===== config.mk =====
export PLATFORM = sky130hd
export DESIGN_NAME = ctrl_sequencer
export DESIGN_NICKNAME = d
export VERILOG_FILES = /design/src/rtl/ctrl_pkg.sv /design/src/rtl/mem_wait_timer.sv /design/src/rtl/ctrl_sequencer.sv
export SDC_FILE = /design/constraint.sdc
export NUM_CORES = 1
export LEC_CHECK = 0
export BUFFER_PORTS_ARGS = -buffer_cell sky130_fd_sc_hd__buf_2
export CELL_PAD_IN_SITES_DETAIL_PLACEMENT = 0
export CELL_PAD_IN_SITES_GLOBAL_PLACEMENT = 2
export CORE_ASPECT_RATIO = 1.2
export CORE_MARGIN = 2
export CORE_UTILIZATION = 29
export CTS_CLUSTER_SIZE = 28
export DETAILED_ROUTE_END_ITERATION = 10
export PLACE_DENSITY_LB_ADDON = 0.15
export SKIP_CTS_REPAIR_TIMING = 1
export SYNTH_ARGS = -nofsm -noshare
export SYNTH_HDL_FRONTEND = slang
export SYNTH_SLANG_ARGS = --single-unit

===== constraint.sdc =====
create_clock -name clk -period 1.4 [get_ports clk]
set_input_delay 0.14 -clock clk [delete_from_list [all_inputs] [get_ports clk]]
set_output_delay 0.14 -clock clk [all_outputs]
set_load 0.02 [all_outputs]

===== src/rtl/ctrl_pkg.sv =====
// ctrl_pkg: shared control-path types and default sizing for the sequencer and decoders.
package ctrl_pkg;
    typedef enum logic {RUN = 1'b0, HALT = 1'b1} mode_e;
    localparam int STATE_WIDTH_DEF = 3;
    localparam int WAIT_LIMIT_DEF  = 15;
endpackage


===== src/rtl/mem_wait_timer.sv =====
// mem_wait_timer: counts consecutive stalled cycles; hit flags the stall cycle that reaches LIMIT.
module mem_wait_timer #(
    parameter int LIMIT = 15
) (
    input  logic clk,
    input  logic rst,
    input  logic clr,
    input  logic en,
    output logic hit
);
    localparam int W = $clog2(LIMIT + 1);
    logic [W-1:0] cnt_q, cnt_d;
    assign hit = en && (cnt_q == W'(LIMIT - 1));
    always_comb cnt_d = (clr || hit) ? '0 : en ? cnt_q + 1'b1 : cnt_q;
    always_ff @(posedge clk or posedge rst)
        if (rst) cnt_q <= '0;
        else     cnt_q <= cnt_d;
endmodule


===== src/rtl/ctrl_sequencer.sv =====
// ctrl_sequencer: multicycle step sequencer with bounded memory stalls, halt mode and overrun trap.
// Defining CTRL_SINGLE_STEP_EN adds stepMode/stepGo single-step debug control.
module ctrl_sequencer
    import ctrl_pkg::*;
#(
    parameter int STATE_WIDTH = STATE_WIDTH_DEF,
    parameter int WAIT_LIMIT  = WAIT_LIMIT_DEF
) (
    input  logic                   clk,
    input  logic                   reset,
    input  logic                   lastStep,
    input  logic                   memReq,
    input  logic                   memReady,
    input  logic                   haltReq,
    input  logic                   resume,
`ifdef CTRL_SINGLE_STEP_EN
    input  logic                   stepMode,
    input  logic                   stepGo,
`endif
    output logic [STATE_WIDTH-1:0] state,
    output logic                   stepValid,
    output logic                   halted,
    output logic                   retire,
    output logic                   illegalStep,
    output logic                   busError
);
    localparam logic [STATE_WIDTH-1:0] MAX_STEP = '1;
    logic [STATE_WIDTH-1:0] state_q;
    mode_e mode_q;
    logic retire_q, illegal_q, bus_q;
    logic stall, timeout, halt_on_retire, go;
`ifdef CTRL_SINGLE_STEP_EN
    assign halt_on_retire = haltReq | stepMode;
    assign go             = resume | stepGo;
`else
    assign halt_on_retire = haltReq;
    assign go             = resume;
`endif
    assign stepValid   = (mode_q == RUN) & (!memReq | memReady);
    assign stall       = (mode_q == RUN) & !stepValid;
    assign state       = state_q;
    assign halted      = (mode_q == HALT);
    assign retire      = retire_q;
    assign illegalStep = illegal_q;
    assign busError    = bus_q;
    generate
        if (WAIT_LIMIT != 0) begin : g_timer
            mem_wait_timer #(.LIMIT(WAIT_LIMIT)) u_timer (
                .clk(clk), .rst(reset), .clr(!stall), .en(stall), .hit(timeout)
            );
        end else begin : g_no_timer
            assign timeout = 1'b0;
        end
    endgenerate
    always_ff @(posedge clk or posedge reset)
        if (reset) begin
            state_q   <= '0;
            mode_q    <= RUN;
            retire_q  <= 1'b0;
            illegal_q <= 1'b0;
            bus_q     <= 1'b0;
        end else begin
            retire_q  <= 1'b0;
            illegal_q <= 1'b0;
            bus_q     <= 1'b0;
            if (mode_q == HALT) begin
                state_q <= '0;
                if (go) mode_q <= RUN;
            end else if (stepValid) begin
                if (lastStep) begin
                    state_q  <= '0;
                    retire_q <= 1'b1;
                    if (halt_on_retire) mode_q <= HALT;
                end else if (state_q == MAX_STEP) begin
                    state_q   <= '0;
                    illegal_q <= 1'b1;
                end else begin
                    state_q <= state_q + 1'b1;
                end
            end else if (timeout) begin
                // abandon the instruction; fetch restarts at step 0
                state_q <= '0;
                bus_q   <= 1'b1;
            end
        end
endmodule


# ---- Yosys cells after proc, flatten, opt, wreduce, memory -nomap -nowiden
# Cells that the tools add are included.
dict set report totals {
  elab_cells 43
  output_inout_bits 8
  inputBits 7
  reg_bits 11
}
dict set report op_classes {
  add_sub_neg 2
  n_reduce_logical 7
  eq_ne 2
  n_mux 22
  bitwise_logic 4
}
# operator n
set op_table {}
lappend op_table {{$mux W1} 15}
lappend op_table {{$mux W3} 5}
lappend op_table {{$mux W4} 2}
lappend op_table {{$add A4 B1 Y4 const B} 1}
lappend op_table {{$eq A4 B4 Y1 const B} 1}
lappend op_table {{$add A3 B1 Y3 const B} 1}
lappend op_table {{$eq A3 B3 Y1 const B} 1}
lappend op_table {{$logic_not A1 Y1} 3}
lappend op_table {{$reduce_bool A3 Y1} 1}
lappend op_table {{$and A1 B1 Y1} 2}
lappend op_table {{$reduce_bool A2 Y1} 1}
lappend op_table {{$logic_and A1 B1 Y1} 1}
lappend op_table {{$logic_or A1 B1 Y1} 1}
lappend op_table {{$not A1 Y1} 1}
lappend op_table {{$or A1 B1 Y1} 1}

# ---- Depth between registers and ports, before layout
# Gate-level depths: netlist of the first run.
dict set report logic_depth {
  ltp_word 9
  ltp_mapped 5
  mapped_depth_nobuf 5
}

# ---- Cells and area by module
# From an unflattened synthesis of the first run, not the netlist that was laid out.
dict set report hier_totals {
  cells_unflattened 45
  area_unflattened_um2 539.3
}
# module n_inst area_per_inst_um2 seq_area_each_um2 cells_each
set by_module_without_submodules {}
lappend by_module_without_submodules {ctrl_sequencer 1 322.8 175.2 25}
lappend by_module_without_submodules {mem_wait_timer 1 216.5 100.1 20}

# ---- Worst setup path after synthesis of the first run
# Ideal clock, no wire load.
dict set report synth_timing {
  kind {register -> register}
  from {register g_timer.u_timer.cnt_q[0]}
  to {register g_timer.u_timer.cnt_q[2]}
  setup_ns 0.072
  path_buffers 0
  slack_ns 0.107
  synth_period_minus_slack_ns 1.293
  required_ns 1.328
  path_stages_with_launch 6
  t_arrival_ns 1.221
  path_cell_list {dfrtp_1 > inv_1 > ha_1 > and3_4 > or3_4 > nor2_1}
}
dict set report synth_between {
  elab_chain_cells 4
  elab_cells_between_ends 7
  classes_between {add/sub (1); eq/ne (1); mux (2); reduce/logical (3)}
}
# item line
set synth_lines {}
lappend synth_lines {{from (decl)} mem_wait_timer.sv:12} ;# logic [W-1:0] cnt_q, cnt_d;
lappend synth_lines {{from (signal assigned)} mem_wait_timer.sv:17} ;# else cnt_q <= cnt_d;
lappend synth_lines {{parallel branches: the longest is 4 deep, another holds $add A4 B1 Y4} -}
# Several ways; the timed one is not identified. The select of a mux whose other input is x is not followed.
# A chain may end at the register's enable or synchronous reset.

# ---- Final worst setup path of the first run
dict set report layout_timing {
  from {register g_timer.u_timer.cnt_q[0]}
  to {register g_timer.u_timer.cnt_q[3]}
}
# Same word-level chain as after synthesis.

==> results of run 1 <==
## path summary, 6_finish.rpt
path / startpoint / to / slack, ns / cells past startpoint
max: g_timer.u_timer.cnt_q[0] / g_timer.u_timer.cnt_q[3] / 0.06 / 5
min: lastStep / retire / 0.13 / 2
max reg2reg: g_timer.u_timer.cnt_q[0] / g_timer.u_timer.cnt_q[3] / 0.06 / 5
min reg2reg: state[2] / state[2] / 0.54 / 1
max in group asynchronous: reset / g_timer.u_timer.cnt_q[1] / 0.71 / 3
min in group asynchronous: reset / g_timer.u_timer.cnt_q[0] / 0.41 / 3
## worst max-delay path, stage by stage, from the launching register on
cell and delay [ns]:
dfrtp_1 0.35, inv_1 0.05, ha_1 0.19, and3_4 0.18
or3_4 0.39, nor2_1 0.11
## cells in the final DEF (no fill, tap or decap)
cell and count:
dfrtp_1 11, nor3b_1 1, nor3_2 2, or3_4 1
buf_2 14, nand2b_2 1, clkbuf_1 1, buf_4 2
nor2b_1 1, ha_1 4, and2_1 2, nor2_1 5
clkbuf_4 3, a22o_1 3, xnor2_1 1, inv_1 3
and3_4 1, nand3_1 1, nor2_2 1, a32o_1 1
dlygate4sd3_1 1, xor2_1 1
## per-layer routing
layer,part of all wire [%],wire length (um),up-vias
met1,39,341,179
met4,0,0,0
li1,-,-,177
met2,58,504,5
met5,0,0,-
met3,3.0,26,0
## report_power, final
group / internal (mW) / switching, mW / leakage, nW / total [mW]
clock network: 0.110 / 0.0973 / 0.0150 / 0.207
logic: 0.0459 / 0.0616 / 0.182 / 0.107
registers: 0.334 / 0.0164 / 0.149 / 0.351
## sequential cells by signal (all words and copies together) (netlist names)
name                   flops
busError                   1
illegalStep                1
retire                     1
state                      3
halted                     1
g_timer.u_timer.cnt_q      4
## synth_stat cells (all sizes together)
| cell type | n |
|---|---|
| nand2b | 1 |
| or3 | 1 |
| nor2b | 1 |
| inv | 3 |
| nand3 | 1 |
| xnor2 | 1 |
| a22o | 3 |
| dfrtp | 11 |
| xor2 | 1 |
| nor3b | 1 |
| a32o | 1 |
| nor3 | 2 |
| nor2 | 6 |
| and2 | 2 |
| ha | 4 |
| and3 | 1 |
## layout make-up
type	instances	area (um^2)	share of cell area, %
clock buffers	4	26.3	4.09
inverters	3	11.3	1.75
multi-input cells	26	211	32.9
flip-flops and latches	11	275	42.9
well taps	18	22.5	3.51
repair buffers	17	95.1	14.8
## logic make-up (layout without fill, tap and decap cells)
| logic type | after synthesis | after routing | share of synthesized area [%] |
|---|---|---|---|
| AND/OR/NAND/NOR | 16 | 16 | 20.4 |
| flip-flops | 11 | 11 | 56.1 |
| adder cells (fa/ha/maj) | 4 | 4 | 10.2 |
| AO/OA/AOI/OAI | 4 | 4 | 7.40 |
| buffers and inverters | 3 | 24 | 2.30 |
| XOR/XNOR | 2 | 2 | 3.57 |
==> results.md, run 1 <==
* Syn nets at 51
* Clk_lat worst skew at 0.26 ns
* Hold crit path type: in2reg
* Top cells by area, synth: dfrtp_1 (56%), ha_1 (10%), a22o_1 (5.4%)
* Critical Setup Path Class: reg2reg
* Share of layout cells above drive strength 1 at 41.0%
* Yosys top cell area share at 56.1%
* Post-Syn Area per Cell at 12.3 um^2
* DRT iter0 DRCs at 2
* Total Power at 0.665 mW
* Leak at 0.347 nW
* Synthesized flop and latch total at 11
* Fillers at 162
* Num CTS Buffers at 3
* DP Wirelength at 710 um
* Crit path required time at 1.59 ns
* Initial Utilization at 30.6%
* Overflow after GRT at 0
* CTS tree: built
* Pwr/cell area at 1040 nW/um^2
* # diodes at 0
* Final WS setup at 0.0558 ns
* # port buffers at 14
* Die Y at 49.1 um
* Setup TNS at 0 ns
* DRT antenna net count at 0
* Pre-CTS setup slack at 0.0350 ns
* Final hold violation count at 0
* Largest fanout on the critical path at 4
* DRC at 0
* Tcrit/Tclk final at 96.0%
* Post-synth top area cell: dfrtp_1
* Yosys warning count at 0
* Post-layout util at 40.1%
* Fin crit period at 1.34 ns
* Worst slew margin at 72.5%
* Vias at 361
* Depth of the CTS H-tree at 1
* Ports at 15
* Initial antenna violation count at 0
* Final Cell Area at 642 um^2
* Worst-margin pin slew at 0.412 ns
* Grt peak-use layer: met2
* Clk_skew at 0.00183 ns
* Clock buffer depth at 2
* Final hold slack at 0.131 ns
* Maxcap violations at 0
* F_max at 0.744 GHz
* Post-DP Area at 591 um^2
* Post-Layout Cell Count at 79
* CP Data Arrival Time at 1.54 ns
* Die area at 2040 um^2
* Status: complete, no violations
* Vias in the first global route at 400
* Slew Limit Fails at 0
* Aggregate global-route resource usage at 10.2%
* Largest net degree at the start of global routing at 12
* First-pass GRT wire length at 1550 um
* Core ar. at 1600 um^2
* Fin nets at 73
* Clk Tree Root Cell: clkbuf_4
* Netlist area before placement at 490 um^2
* Global-route met1 utilization at 9.95%
* Area growth syn-to-layout at 30.9%
* Detailed Routing Iterations Pass 1 at 2
* Rows at 16
* Mapped Cells at 40
* DR WL/cell at 11.1 um
* Sequential area share after synthesis at 56.1%
* Synth cell types at 17
* Clk slew on worst S/H paths at 0.07 ns
* CP endpoint kind: flop
* RSZ-0062 raised after global routing: true
* Nature of the critical path startpoint: flop
* Setup-failing EPs final at 0
* Die Wd at 41.5 um
* Grt met3 use at 3.33%
* Peak supply drop at 0.000481 V
* Sink Count at 11
* WL final at 873 um
* Vias/cell at 4.57
* Gp weighted congestion at 0.650
* Met2 Use GR at 18.0%
* Placed cells at 73
(Power assumes the default switching activity.)
==> run 2, diff against run 1 <==
Settings changed: ABC_AREA set to 1, CORE_UTILIZATION 29 to 28.
==> run 2 against run 1 <==
- sequential share of layout area is 0.25 points lower
- total power grew 0.91%
- critical path depth down 1
==> results.md, run 2 <==
* Status: complete, no violations
* Pwr/cell area at 1040 nW/um^2
* Gp weighted congestion at 0.655
* CP Data Arrival Time at 1.10 ns
* Sequential area share after synthesis at 53.4%
* Sink Count at 11
* Reg area at 275 um^2
* Top FF cell, synth: dfrtp_1
* Vias/cell at 4.40
* DP Wirelength at 761 um
* Tcrit/Tclk final at 88.4%
* Area growth syn-to-layout at 25.2%
* Clk slew on worst S/H paths at 0.07 ns
* Cell depth of the worst flop-to-flop path at 5
* Largest Register: g_timer.u_timer.cnt_q
* Maxcap violations at 0
* Post-DP Area at 609 um^2
* Slew Limit Fails at 0
* Yosys warning count at 0
* Core ar. at 1790 um^2
* Rows at 17
* Post-synth ARST share at 100%
* DRC at 0
* Post-synth EDFFs at 0
* # port buffers at 14
* Most instantiated cells after synthesis: dfrtp_1 (11), nand2_1 (8), inv_1 (5), nor2_1 (5)
* Top cells by area, synth: dfrtp_1 (53%), ha_1 (9.7%), nand2_1 (5.8%)
* Initial antenna violation count at 0
* Area of the multi-input gates at 214 um^2
* Largest register FFs at 4
* Aggregate global-route resource usage at 11.2%
* Worst slew margin at 71.6%
* Most common cell after layout, fill and taps aside: buf_2
* Most common cell in the netlist: dfrtp_1
* Commonest non-fill, non-tap cells in the layout: buf_2 (14), dfrtp_1 (11), nand2_1 (8), inv_1 (5), nor2_1 (5)
* Post-Syn Area per Cell at 9.91 um^2
* Post-synth top area cell: dfrtp_1
* DRT iter0 DRCs at 10
* Final hold violation count at 0
* Num CTS Buffers at 3
* Fin crit period at 1.24 ns
* Largest net degree at the start of global routing at 12
* Mapped Cells at 52
* Clk_skew at 0.00181 ns
* Hold crit path type: in2reg
* Worst-margin pin slew at 0.426 ns
* DRT antenna net count at 0
* Post-layout util at 36.1%
* Hold Startpoint: resume
* Synthesized flop and latch total at 11
* CTS tree: built
* Die Y at 51 um
* F_max at 0.808 GHz
* Reg2reg start: state[0]
* Ports at 15
* RSZ-0062 raised after global routing: false
* First-pass GRT wire length at 1780 um
* Nature of the critical path startpoint: flop
* Synth cell types at 16
* DR WL/cell at 10.7 um
* Setup-failing EPs final at 0
* Netlist area before placement at 515 um^2
* # diodes at 0
* Die Wd at 43.2 um
* Worst Hold Path Cells at 2
* Die area at 2200 um^2
* Placed cells at 85
* Total Power at 0.671 mW
* CP endpoint kind: output port
* Final Cell Area at 646 um^2
* Detailed Routing Iterations Pass 1 at 4
* Leak at 0.361 nW
* Setup TNS at 0 ns
* Share of layout cells above drive strength 1 at 35.2%
* Fillers at 206
* WL final at 960 um
* Overflow after GRT at 0
* Critical Setup Path Class: reg2out
* Clk Tree Root Cell: clkbuf_4
* Yosys top cell area share at 53.4%
* Clock buffer depth at 2
* Post-Layout Cell Count at 90
* Vias in the first global route at 400
* Vias at 396
* Crit path required time at 1.26 ns
* Initial Utilization at 28.9%
* R2R setup slack at 0.21 ns
* Worst Setup SP: halted
* Largest fanout on the critical path at 4
* Depth of the CTS H-tree at 1
* Fin nets at 83
* Clk_lat worst skew at 0.26 ns
* Peak supply drop at 0.000460 V
* Syn nets at 63
run 2: cell types whose count changed after synthesis, sizes merged, moves of 2 or more:
cell,delta
nand3,+4
nand4,+3
a22o,-3
inv,+4
nand2,+11
and2,-2
run 2: kinds of logic (layout without fill, tap and decap cells):
group / after synthesis / in the layout / share of synthesized area [%]
compound gates: 1 / 1 / 1.21
xor+xnor: 1 / 1 / 1.70
fa+ha+maj: 4 / 4 / 9.71
buf+inv: 7 / 26 / 5.10
flops: 11 / 11 / 53.4
simple gates: 28 / 28 / 28.9
run 2: layout make-up:
cell class	count	area share, %
Inverter	7	4.07
Sequential cell	11	42.6
Multi-Input combinational cell	34	33.1
Timing Repair Buffer	15	12.4
Clock buffer	4	4.07
Tap cell	19	3.68
run 2: worst max-delay path: stages (launching register included):
cell and delay, ns:
dfrtp_1 0.44, inv_2 0.11, nand2_2 0.08, inv_2 0.06, buf_2 0.15
run 2: routing by layer:
| metal | track usage (%) | part of all wire (%) | up-vias |
|---|---|---|---|
| met2 | 18.7 | 53 | 12 |
| met4 | 7.58 | 0.42 | 0 |
| met3 | 2.12 | 4.8 | 2 |
| met1 | 12.9 | 42 | 175 |
| li1 | - | - | 207 |
| met5 | 0 | 0 | - |
run 2: final timing paths:
path | to
max | stepValid
min | halted
max reg2reg | state[0]
min reg2reg | g_timer.u_timer.cnt_q[0]
max in group asynchronous | state[1]
min in group asynchronous | g_timer.u_timer.cnt_q[2]
run 2: power breakdown:
part           internal [mW]  switching, mW
clock                  0.110          0.102
combinational         0.0387         0.0692
sequential             0.334         0.0176
run 2: metrics by stage:
| stage | hold slack (ns) | worst slack, ns |
|---|---|---|
| after floorplan | -0.00756 | 0.200 |
| after global placement | 0.155 | 0.263 |
| after detailed placement | 0.163 | 0.235 |
| after CTS | -0.129 | 0.141 |
| after global routing | 0.0505 | 0.0855 |
| final | 0.0518 | 0.162 |
